<file path="src/rtl/mc_ctrl_fsm.sv">
`default_nettype none
// ============================================================================
// Module   : mc_ctrl_fsm
// Purpose  : Multi-cycle MIPS main controller, FETCH/DECODE/EXE/MEM/WB.
// Option   : MC_CTRL_RETIRE_CNT_EN adds the 32-bit retired-instruction count.
// Revision : 1.0
// ============================================================================
module mc_ctrl_fsm #(
  parameter int MEM_TIMEOUT = 8
) (
  input  logic        clk,
  input  logic        reset,
  input  logic [5:0]  op,
  input  logic [5:0]  funct,
  input  logic        zero,
  input  logic        mem_ready,
  output logic        PCWr,
  output logic        IRWr,
  output logic        RegWrite,
  output logic        MemWrite,
  output logic        RegA,
  output logic [1:0]  RegDst,
  output logic [1:0]  Mem2Reg,
  output logic        ALUSrc,
  output logic [2:0]  ALUOp,
  output logic [1:0]  ExtOp,
  output logic [1:0]  NPCOp,
  output logic        illegal,
  output logic [2:0]  state_o
`ifdef MC_CTRL_RETIRE_CNT_EN
  ,
  output logic [31:0] retired
`endif
);

  typedef enum logic [2:0] {
    S_FETCH  = 3'd0,
    S_DECODE = 3'd1,
    S_EXE    = 3'd2,
    S_MEM    = 3'd3,
    S_WB     = 3'd4
  } state_t;

  localparam logic [7:0] c_TMO_LAST = 8'(MEM_TIMEOUT - 1);

  state_t     r_state;
  state_t     w_next;
  logic [7:0] r_tmo;

  logic w_rtype, w_addu, w_subu, w_jr, w_ori, w_lui, w_lw, w_sw, w_beq, w_j, w_jal;
  logic w_to_exe;

  assign w_rtype  = (op == 6'b000000);
  assign w_addu   = w_rtype && (funct == 6'b100001);
  assign w_subu   = w_rtype && (funct == 6'b100011);
  assign w_jr     = w_rtype && (funct == 6'b001000);
  assign w_ori    = (op == 6'b001101);
  assign w_lui    = (op == 6'b001111);
  assign w_lw     = (op == 6'b100011);
  assign w_sw     = (op == 6'b101011);
  assign w_beq    = (op == 6'b000100);
  assign w_j      = (op == 6'b000010);
  assign w_jal    = (op == 6'b000011);
  assign w_to_exe = w_addu | w_subu | w_ori | w_lui | w_lw | w_sw | w_beq;

  logic       w_pcwr, w_irwr, w_regwr, w_memwr, w_alusrc, w_ill;
  logic [1:0] w_regdst, w_m2r, w_extop, w_npcop;
  logic [2:0] w_aluop;

  always_comb begin
    w_next   = S_FETCH;
    w_pcwr   = 1'b0;
    w_irwr   = 1'b0;
    w_regwr  = 1'b0;
    w_memwr  = 1'b0;
    w_alusrc = 1'b0;
    w_ill    = 1'b0;
    w_regdst = 2'b00;
    w_m2r    = 2'b00;
    w_extop  = 2'b00;
    w_npcop  = 2'b00;
    w_aluop  = 3'b000;
    case (r_state)
      S_FETCH: begin
        w_pcwr = 1'b1;
        w_irwr = 1'b1;
        w_next = S_DECODE;
      end
      S_DECODE: begin
        if (w_j || w_jal) begin
          w_pcwr  = 1'b1;
          w_npcop = 2'b10;
          w_next  = w_jal ? S_WB : S_FETCH;
        end else if (w_jr) begin
          w_pcwr  = 1'b1;
          w_npcop = 2'b11;
        end else if (w_to_exe) begin
          w_next = S_EXE;
        end else begin
          w_ill = 1'b1;
        end
      end
      S_EXE: begin
        if (w_addu || w_subu) begin
          w_aluop = w_subu ? 3'b001 : 3'b000;
          w_next  = S_WB;
        end else if (w_ori || w_lui) begin
          w_aluop  = w_lui ? 3'b011 : 3'b010;
          w_alusrc = 1'b1;
          w_next   = S_WB;
        end else if (w_lw || w_sw) begin
          w_alusrc = 1'b1;
          w_extop  = 2'b01;
          w_next   = S_MEM;
        end else if (w_beq) begin
          w_aluop = 3'b001;
          w_extop = 2'b01;
          w_npcop = 2'b01;
          w_pcwr  = zero;
        end
      end
      S_MEM: begin
        w_memwr = w_sw;
        // A stall on the last permitted cycle aborts to FETCH with no writeback.
        if (mem_ready) begin
          w_next = w_lw ? S_WB : S_FETCH;
        end else if (r_tmo != c_TMO_LAST) begin
          w_next = S_MEM;
        end
      end
      S_WB: begin
        w_regwr = 1'b1;
        if (w_rtype) begin
          w_regdst = 2'b01;
        end else if (w_lw) begin
          w_m2r = 2'b01;
        end else if (w_jal) begin
          w_regdst = 2'b10;
          w_m2r    = 2'b10;
        end
      end
      default: w_next = S_FETCH;
    endcase
  end

  always_ff @(posedge clk) begin
    if (!reset) begin
      r_state <= S_FETCH;
      r_tmo   <= 8'd0;
    end else begin
      r_state <= w_next;
      if (r_state != S_MEM) begin
        r_tmo <= 8'd0;
      end else if (!mem_ready) begin
        r_tmo <= r_tmo + 8'd1;
      end
    end
  end

  // Everything is held low while reset is asserted, whatever the state.
  assign PCWr     = reset & w_pcwr;
  assign IRWr     = reset & w_irwr;
  assign RegWrite = reset & w_regwr;
  assign MemWrite = reset & w_memwr;
  assign RegA     = 1'b0;
  assign RegDst   = reset ? w_regdst : 2'b00;
  assign Mem2Reg  = reset ? w_m2r    : 2'b00;
  assign ALUSrc   = reset & w_alusrc;
  assign ALUOp    = reset ? w_aluop  : 3'b000;
  assign ExtOp    = reset ? w_extop  : 2'b00;
  assign NPCOp    = reset ? w_npcop  : 2'b00;
  assign illegal  = reset & w_ill;
  assign state_o  = reset ? r_state  : 3'd0;

`ifdef MC_CTRL_RETIRE_CNT_EN
  logic        w_retire;
  logic [31:0] r_retired;

  assign w_retire = (r_state == S_WB)
                 || (r_state == S_MEM    && w_sw && mem_ready)
                 || (r_state == S_EXE    && w_beq)
                 || (r_state == S_DECODE && (w_j || w_jr));

  always_ff @(posedge clk) begin
    if (!reset) begin
      r_retired <= 32'd0;
    end else if (w_retire) begin
      r_retired <= r_retired + 32'd1;
    end
  end

  assign retired = r_retired;
`else
  // No retirement counter in this build.
`endif

endmodule
`default_nettype wire

</file>
<file path="config.mk">
export PLATFORM = sky130hd
export DESIGN_NAME = mc_ctrl_fsm
export DESIGN_NICKNAME = d
export VERILOG_FILES = /design/src/rtl/mc_ctrl_fsm.sv
export SDC_FILE = /design/constraint.sdc
export NUM_CORES = 1
export LEC_CHECK = 0
export ABC_AREA = 1
export BUFFER_PORTS_ARGS = -buffer_cell sky130_fd_sc_hd__buf_2
export CAP_MARGIN = 20
export CORE_AREA = 2 2 49 51
export DETAILED_ROUTE_END_ITERATION = 8
export DIE_AREA = 0 0 51 53
export PLACE_DENSITY = 0.76
export SLEW_MARGIN = 40
export SYNTH_ARGS = -nofsm -noshare
export SYNTH_HDL_FRONTEND = slang
export SYNTH_SLANG_ARGS = --single-unit
export TNS_END_PERCENT = 20
</file>
<file path="constraint.sdc">
create_clock -name clk -period 1.3 [get_ports clk]
set_input_delay 0.065 -clock clk [delete_from_list [all_inputs] [get_ports clk]]
set_output_delay 0.065 -clock clk [all_outputs]
set_load 0.01 [all_outputs]
</file>
==> results.json, run 1 <==
{
  "min_period_ns": 1.44,
  "cp_data_arrival_time_ns": 1.38,
  "cts_buffers": 3,
  "grt_max_degree": 7,
  "finalNetCount": 221,
  "fin_ws_ns": -0.142,
  "cts_root_buf": "clkbuf_4",
  "die_h_um": 53,
  "start_util": 0.465,
  "ant_nets": 0,
  "cts_tree": "done",
  "diodes": 0,
  "die_w_um": 51,
  "yosysSeqAreaShare": 0.220,
  "hold_depth": 3,
  "io_pins": 37,
  "clock-sinks": 11,
  "syn_area_um2": 1000,
  "drt_iter0_markers": 21,
  "vias": 1143,
  "die_area_um2": 2700,
  "worstRegToRegCells": 6,
  "postCtsHoldBufs": 0,
  "crit_type": "reg2out",
  "finalHoldViolations": 0,
  "avgSynthCellArea_um2": 6.13,
  "pre_cts_ws_ns": 0.0559,
  "clkLatencyLatePin_ns": 0.27,
  "required_ns": 1.24,
  "clk_pin_slew_ns": 0.07,
  "yosys_warnings": 0,
  "area_growth_pct": 31.5,
  "outcome": "complete, but fails checks",
  "postPlaceCellArea_um2": 1180,
  "hpwl_um": 1870,
  "max-cap-violations": 0,
  "synth_cells": 163,
  "p_leak_nw": 0.674,
  "worst_setup_path_end_kind": "output port",
  "rows": 17,
  "gp_congestion": 0.866,
  "timing.final.max_slew_violations": 0,
  "post-route-util": 0.612,
  "vdd_drop_max_uv": 327,
  "portBuffers": 33,
  "htree_levels": 1,
  "wirelength_um": 2430,
  "grt_overflow_total": 0,
  "ys_types": 29,
  "fmax_ghz": 0.693,
  "drive_gt1_frac": 0.409,
  "antenna_found_initial": 0,
  "fin_crit_sh": 1.11,
  "dr.pass1.iters": 4,
  "drc_errors": 0,
  "clock_skew_ns": 0.00197,
  "core-area_um2": 2150,
  "design_area_um2": 1320,
  "vias_per_cell": 4.95,
  "hold_class": "in2reg",
  "cts.path.max_buffers": 2,
  "grt_pass1_wl_um": 3690,
  "setup_viol_count_final": 12,
  "avgRoutedWirePerCell_um": 10.5,
  "crit_path_start_kind": "flop",
  "nFillCells": 205,
  "grt_usage": 0.178,
  "rsz0062_at_grt": "yes",
  "synth_seq_cells": 11,
  "cp_max_fo": 4,
  "grt_pass1_vias": 954,
  "violations": "negative setup slack",
  "totalPowerFinal_mw": 0.741,
  "power_density_nw_per_um2": 563
}
==> metal layers <==
metal | share of wire | track usage
met5 | 0 | 0
met4 | 0.0033 | 0.0676
met3 | 0.046 | 0.0254
met2 | 0.52 | 0.329
met1 | 0.43 | 0.207
==> report_power, final <==
part	total, mW	leakage (nW)	switching (mW)	internal, mW
sequential	0.343	0.0907	0.00543	0.338
combinational	0.159	0.569	0.0987	0.0606
clock	0.238	0.0150	0.119	0.119
==> critical path, stage by stage, from the launching register on <==
cell and delay [ns]:
dfxtp_4 0.38, inv_4 0.04, nor2_2 0.08, nand2_2 0.08
nor2_4 0.11, buf_4 0.12, nand3_1 0.07, o21ai_1 0.08
buf_2 0.14
==> cells in the mapped netlist, drive strengths merged <==
library cell  instances  area share
or2                   1      0.0063
ha                    1       0.013
a21oi                10       0.054
a31oi                 1      0.0063
nor2                 33        0.18
nand3                12       0.075
nor3b                 2       0.020
conb                  1      0.0038
buf                   4       0.030
o211ai                1       0.013
nand4                 7       0.044
nor3                  3       0.025
inv                  36        0.14
nand2                31        0.13
o21ai                 8       0.040
dfxtp                11        0.22
and2                  1      0.0063
==> state kept, by name, indices dropped and copies added (netlist names) <==
signal   cells
r_state      3
r_tmo        8
==> cells in the final DEF, fill, tap and decap left out, drive strengths merged <==
cell type	netlist	layout
buf	4	38
inv	36	36
nor2	33	33
nand2	31	31
nand3	12	12
dfxtp	11	11
a21oi	10	10
o21ai	8	8
nand4	7	7
clkbuf	0	4
nor3	3	3
conb	1	3
nor3b	2	2
and2	1	1
o211ai	1	1
or2	1	1
a31oi	1	1
ha	1	1
==> kinds of logic after synthesis <==
logic type,share of synthesized area
and+or+nand+nor,0.483
buffers and inverters,0.168
AOI/OAI and AO/OA,0.113
DFF,0.220
adders and majority gates,0.0125
other,0.00375
==> final timing paths <==
check,start,end,slack (ns)
setup / recovery,r_state[0],NPCOp[0],-0.14
hold / removal,mem_ready,r_tmo[0],0.09
setup reg to reg,r_tmo[0],r_tmo[6],0.02
hold reg to reg,r_tmo[0],r_tmo[0],0.50
==> metrics by stage <==
step	hold WS, ns	TNS, ns	cells
floorplan	0.204	0	165
global placement	0.374	0	222
detailed placement	0.374	0	222
CTS	0.0781	-0.823	228
global route	0.123	-1.75	231
finish	0.0945	-0.703	231
==> cell type report <==
| type | instances | area (um^2) | area share |
|---|---|---|---|
| timing repair buffer | 38 | 203 | 0.154 |
| clock buffer | 4 | 26.3 | 0.0200 |
| inverter | 36 | 143 | 0.108 |
| tap | 28 | 35.0 | 0.0266 |
| sequential | 11 | 229 | 0.174 |
| multi-input combinational | 114 | 679 | 0.517 |
==> timing repair <==
action | in CTS | in global routing
cloned | 0 | 0
setup endpoints to repair | 13 | 17
pin swaps | 4 | 6
buffers inserted | 2 | 3
resized for setup | 10 | 17
hold endpoints to repair | 0 | 0
Note: power is estimated with default switching activity, not from simulation.
==> run 2: changes to the inputs <==
- CAP_MARGIN: 20 -> 10
- CELL_PAD_IN_SITES_DETAIL_PLACEMENT: default -> 1
- CELL_PAD_IN_SITES_GLOBAL_PLACEMENT: default -> 1
- CORE_AREA: 2 2 49 51 -> 2 2 59 61
- DIE_AREA: 0 0 51 53 -> 0 0 61 63
- MAX_ROUTING_LAYER: default -> met4
- PLACE_DENSITY: 0.76 -> default
- PLACE_DENSITY_LB_ADDON: default -> 0.1
==> run 2 against run 1 <==
The flow still finishes with violations (negative setup slack). Critical path type unchanged. Sequential power hardly changed. Setup slack gained 0.015 ns. Global-route usage is 1.7 points lower. Routed wire length rose by 18%. Largest cell class unchanged.
==> results.json, run 2 (synthesis gave the netlist of run 1 again) <==
{
  "largest_reg_flops": 8,
  "vdd_drop_max_uv": 183,
  "reg_top3": "r_tmo (8), r_state (3)",
  "crit_path_start_kind": "flop",
  "rsz0062_at_grt": "yes",
  "ant_nets": 0,
  "finalHoldViolations": 0,
  "vias_per_cell": 4.57,
  "clkLatencyLatePin_ns": 0.26,
  "dr.pass1.iters": 3,
  "max-cap-violations": 0,
  "wirelength_um": 2860,
  "grt_pass1_wl_um": 4750,
  "clock-sinks": 11,
  "rows": 21,
  "path_buf_inv": 3,
  "use_met3": 0.0248,
  "gp_congestion": 0.754,
  "drc_errors": 0,
  "grt_overflow_total": 0,
  "cts_tree": "done",
  "io_pins": 37,
  "fin_ws_ns": -0.127,
  "post-route-util": 0.412,
  "clk_pin_slew_ns": 0.07,
  "met1_usage": 0.209,
  "required_ns": 1.24,
  "p_leak_nw": 0.692,
  "cts_root_buf": "clkbuf_4",
  "totalPowerFinal_mw": 0.746,
  "path_delay_family": "flip-flops",
  "antenna_found_initial": 0,
  "path_cells": "inv_2 -> nand3_2 -> nor2_4 -> inv_1 -> a31oi_1 -> buf_2",
  "die_h_um": 63,
  "diodes": 0,
  "clock_skew_ns": 0.00262,
  "finalNetCount": 222,
  "die_w_um": 61,
  "grt_max_degree": 7,
  "grt_pass1_vias": 1137,
  "portBuffers": 33,
  "grt_usage": 0.162,
  "avgRoutedWirePerCell_um": 11.4,
  "largest-register": "r_tmo",
  "timing.final.max_slew_violations": 0,
  "cp_data_arrival_time_ns": 1.36,
  "crit_slowest_cell": "dfxtp_1",
  "core-area_um2": 3230,
  "htree_levels": 1,
  "drt_iter0_markers": 11,
  "violations": "negative setup slack",
  "die_area_um2": 3840,
  "vias": 1143,
  "use_met2": 0.259,
  "cp_max_fo": 3,
  "hold_class": "in2reg",
  "fin_crit_sh": 1.10,
  "min_period_ns": 1.43,
  "final_common_cell": "buf_2",
  "final_cell_mix": "buf_2, inv_1, nand2_1",
  "setup_viol_count_final": 12,
  "outcome": "complete, but fails checks",
  "worst_setup_path_end_kind": "output port",
  "cts_buffers": 3,
  "hpwl_um": 2320,
  "drive_gt1_frac": 0.397,
  "area_growth_pct": 33.2,
  "grt_busiest_layer": "met2",
  "fmax_ghz": 0.701,
  "cts.path.max_buffers": 2,
  "pre_cts_ws_ns": 0.0475,
  "power_density_nw_per_um2": 560,
  "setup-tns-final_ns": -0.845,
  "crit_type": "reg2out",
  "max_stage_delay_ns": 0.34,
  "start_util": 0.309
}
-- run 2: cell type report --
class	count	area, um^2
well taps	46	57.6
multi-input cells	114	677
inverters	36	138
fillers	463	1900
repair buffers	39	210
flip-flops and latches	11	223
clock buffers	4	26.3
-- run 2: path summary, 6_finish.rpt --
| check | depth (start not counted) | to | slack, ns | startpoint |
|---|---|---|---|---|
| setup reg to reg | 6 | r_tmo[6] | 0.05 | r_tmo[1] |
| hold / removal | 3 | r_tmo[0] | 0.12 | mem_ready |
| hold reg to reg | 2 | r_tmo[0] | 0.50 | r_tmo[0] |
| setup / recovery | 6 | ALUOp[0] | -0.13 | r_state[2] |
-- run 2: what timing repair did --
action / in CTS / in global routing
pin swaps: 3 / 4
gates resized for setup: 12 / 9
gates cloned: 0 / 0
hold buffers: 0 / 0
endpoints found under the setup margin: 13 / 18
setup buffers: 2 / 3
-- run 2: power breakdown --
part / internal, mW / switching [mW] / leakage (nW)
Sequential: 0.340 / 0.00365 / 0.0896
Clock: 0.119 / 0.118 / 0.0150
Combinational: 0.0611 / 0.104 / 0.587
Total: 0.520 / 0.226 / 0.692
-- run 2: per-layer routing --
metal / routed length, um / vias to the layer above / share of wire
met5: 0 / - / 0
met3: 89 / 2 / 0.031
met4: 21 / 0 / 0.0073
met1: 1280 / 529 / 0.45
li1: - / 585 / -
met2: 1460 / 27 / 0.51
-- run 2: per-stage QoR --
step / hold slack, ns / std cells / cell area, um^2
floorplan: 0.204 / 165 / 1010
finish: 0.116 / 250 / 1330
detailed placement: 0.386 / 241 / 1210
global placement: 0.379 / 241 / 1210
CTS: 0.0954 / 247 / 1280
global route: 0.114 / 250 / 1330
-- run 2: worst reg2reg max path: stages, from the launching register on --
cell and delay (ns):
dfxtp_1 0.36, ha_2 0.20, nand3_1 0.14, nor3_2 0.18
nand2_1 0.09, o21ai_1 0.13, a21oi_1 0.05
==> run 3: changes to the inputs <==
- CAP_MARGIN: 10 -> default
- SKIP_LAST_GASP: default -> 1
==> run 3 against run 2 <==
The run still ends with negative setup slack left. Critical path depth unchanged. Setup slack lost 0.0091 ns. First-iteration DRC count grew 140%. Sequential share of layout area grew 0.17 points. Cell area barely moved. Power rose by 0.47%. Flip-flop and latch count unchanged. Largest cell class unchanged.
==> results.json, run 3 (synthesis gave the netlist of run 1 again) <==
{
  "cts_tree": "done",
  "worst_setup_path_end_kind": "output port",
  "fin_ws_ns": -0.136,
  "path_buf_inv": 3,
  "rr_startpoint": "r_tmo[0]",
  "reg_top3": "r_tmo (8), r_state (3)",
  "rsz0062_at_grt": "yes",
  "cts_root_buf": "clkbuf_4",
  "io_pins": 37,
  "drt_iter0_markers": 26,
  "largest_reg_flops": 8,
  "final_common_cell": "buf_2",
  "p_leak_nw": 0.698,
  "die_area_um2": 3840,
  "post-route-util": 0.412,
  "cts.path.max_buffers": 2,
  "gp_congestion": 0.754,
  "dr.pass1.iters": 3,
  "fmax_ghz": 0.696,
  "cts_buffers": 3,
  "vdd_drop_max_uv": 189,
  "cp_data_arrival_time_ns": 1.37,
  "crit_slowest_cell": "dfxtp_1",
  "largest-register": "r_tmo",
  "crit_path_start_kind": "flop",
  "hpwl_um": 2320,
  "grt_pass1_wl_um": 4760,
  "whs_ns": 0.100,
  "vias": 1158,
  "fin_crit_sh": 1.10,
  "timing.final.max_slew_violations": 0,
  "layout.cells.non_filler": 252,
  "hold_class": "in2reg",
  "clock_skew_ns": 0.00227,
  "htree_levels": 1,
  "antenna_found_initial": 0,
  "setup-tns-final_ns": -1.05,
  "drive_gt1_frac": 0.388,
  "vias_per_cell": 4.60,
  "final_cell_mix": "buf_2, inv_1, nand2_1",
  "setup_viol_count_final": 12,
  "max-cap-violations": 0,
  "placed_cells": 241,
  "core-area_um2": 3230,
  "avgRoutedWirePerCell_um": 11.3,
  "path_delay_family": "flip-flops",
  "power_density_nw_per_um2": 562,
  "finalNetCount": 224,
  "path_cells": "inv_2 -> nand3_2 -> nor2_4 -> inv_1 -> a31oi_1 -> buf_2",
  "area_growth_pct": 33.3,
  "die_w_um": 61,
  "max_stage_delay_ns": 0.34,
  "violations": "negative setup slack",
  "clkLatencyLatePin_ns": 0.26,
  "die_h_um": 63,
  "totalPowerFinal_mw": 0.749,
  "cp-startpoint": "r_state[2]",
  "start_util": 0.309,
  "min_period_ns": 1.44,
  "outcome": "complete, but fails checks",
  "portBuffers": 33,
  "rows": 21,
  "clk_pin_slew_ns": 0.08,
  "crit_type": "reg2out",
  "finalHoldViolations": 0,
  "clock-sinks": 11,
  "grt_overflow_total": 0,
  "grt_pass1_vias": 1136,
  "drc_errors": 0,
  "wirelength_um": 2860,
  "diodes": 0,
  "required_ns": 1.24,
  "grt_max_degree": 7,
  "ant_nets": 0,
  "min_from": "mem_ready",
  "nFillCells": 454,
  "grt_usage": 0.162,
  "cp_max_fo": 3
}
[run 3: changes by cell type in the layout (fill, tap and decap cells not counted), sizes merged]
cell and change:
buf +2
[run 3: power breakdown]
part	internal [mW]	leakage, nW	switching (mW)
clock	0.119	0.0150	0.121
sequential	0.338	0.0899	0.00386
combinational	0.0635	0.593	0.104
[run 3: through the flow]
stage	setup WS (ns)	cell area, um^2
3_5_place_dp	0.0475	1210
6_report	-0.136	1330
3_3_place_gp	0.0606	1210
5_1_grt	-0.210	1330
4_1_cts	-0.152	1280
2_1_floorplan	0.0800	1010
[run 3: layer usage]
metal  share of wire  global-route usage  wire (um)  vias up
met4          0.0074              0.0408         21        0
li1                -                   -          -      592
met5               0                   -          0        -
met1            0.46               0.213       1310      537
met3           0.030              0.0248         87        2
met2            0.50               0.257       1440       27
[run 3: final cells by class]
type                    instances  area (um^2)  share of cell area
well taps                      46         57.6              0.0432
multi-input cells             114          661               0.496
flip-flops and latches         11          225               0.169
repair buffers                 41          225               0.169
inverters                      36          138               0.103
clock buffers                   4         26.3              0.0197
[run 3: what timing repair did]
action,CTS,global route
setup buffers,2,5
pin swaps,3,4
endpoints found under the setup margin,13,18
hold buffers,0,0
gates cloned,0,0
gates resized for setup,11,5
endpoints found under the hold margin,0,0
[run 3: final timing paths]
path / to / slack, ns / cells after the start
max: ALUOp[0] / -0.14 / 6
min: r_tmo[0] / 0.10 / 3
max reg2reg: r_tmo[6] / 0.04 / 6
min reg2reg: r_tmo[0] / 0.49 / 2
[run 3: worst reg2reg max path: stages (launching register included)]
cell and delay [ns]:
dfxtp_1 0.36, ha_1 0.20, nand3_1 0.15, nor3_2 0.18, nand2_1 0.10, o21ai_1 0.13, a21oi_1 0.05
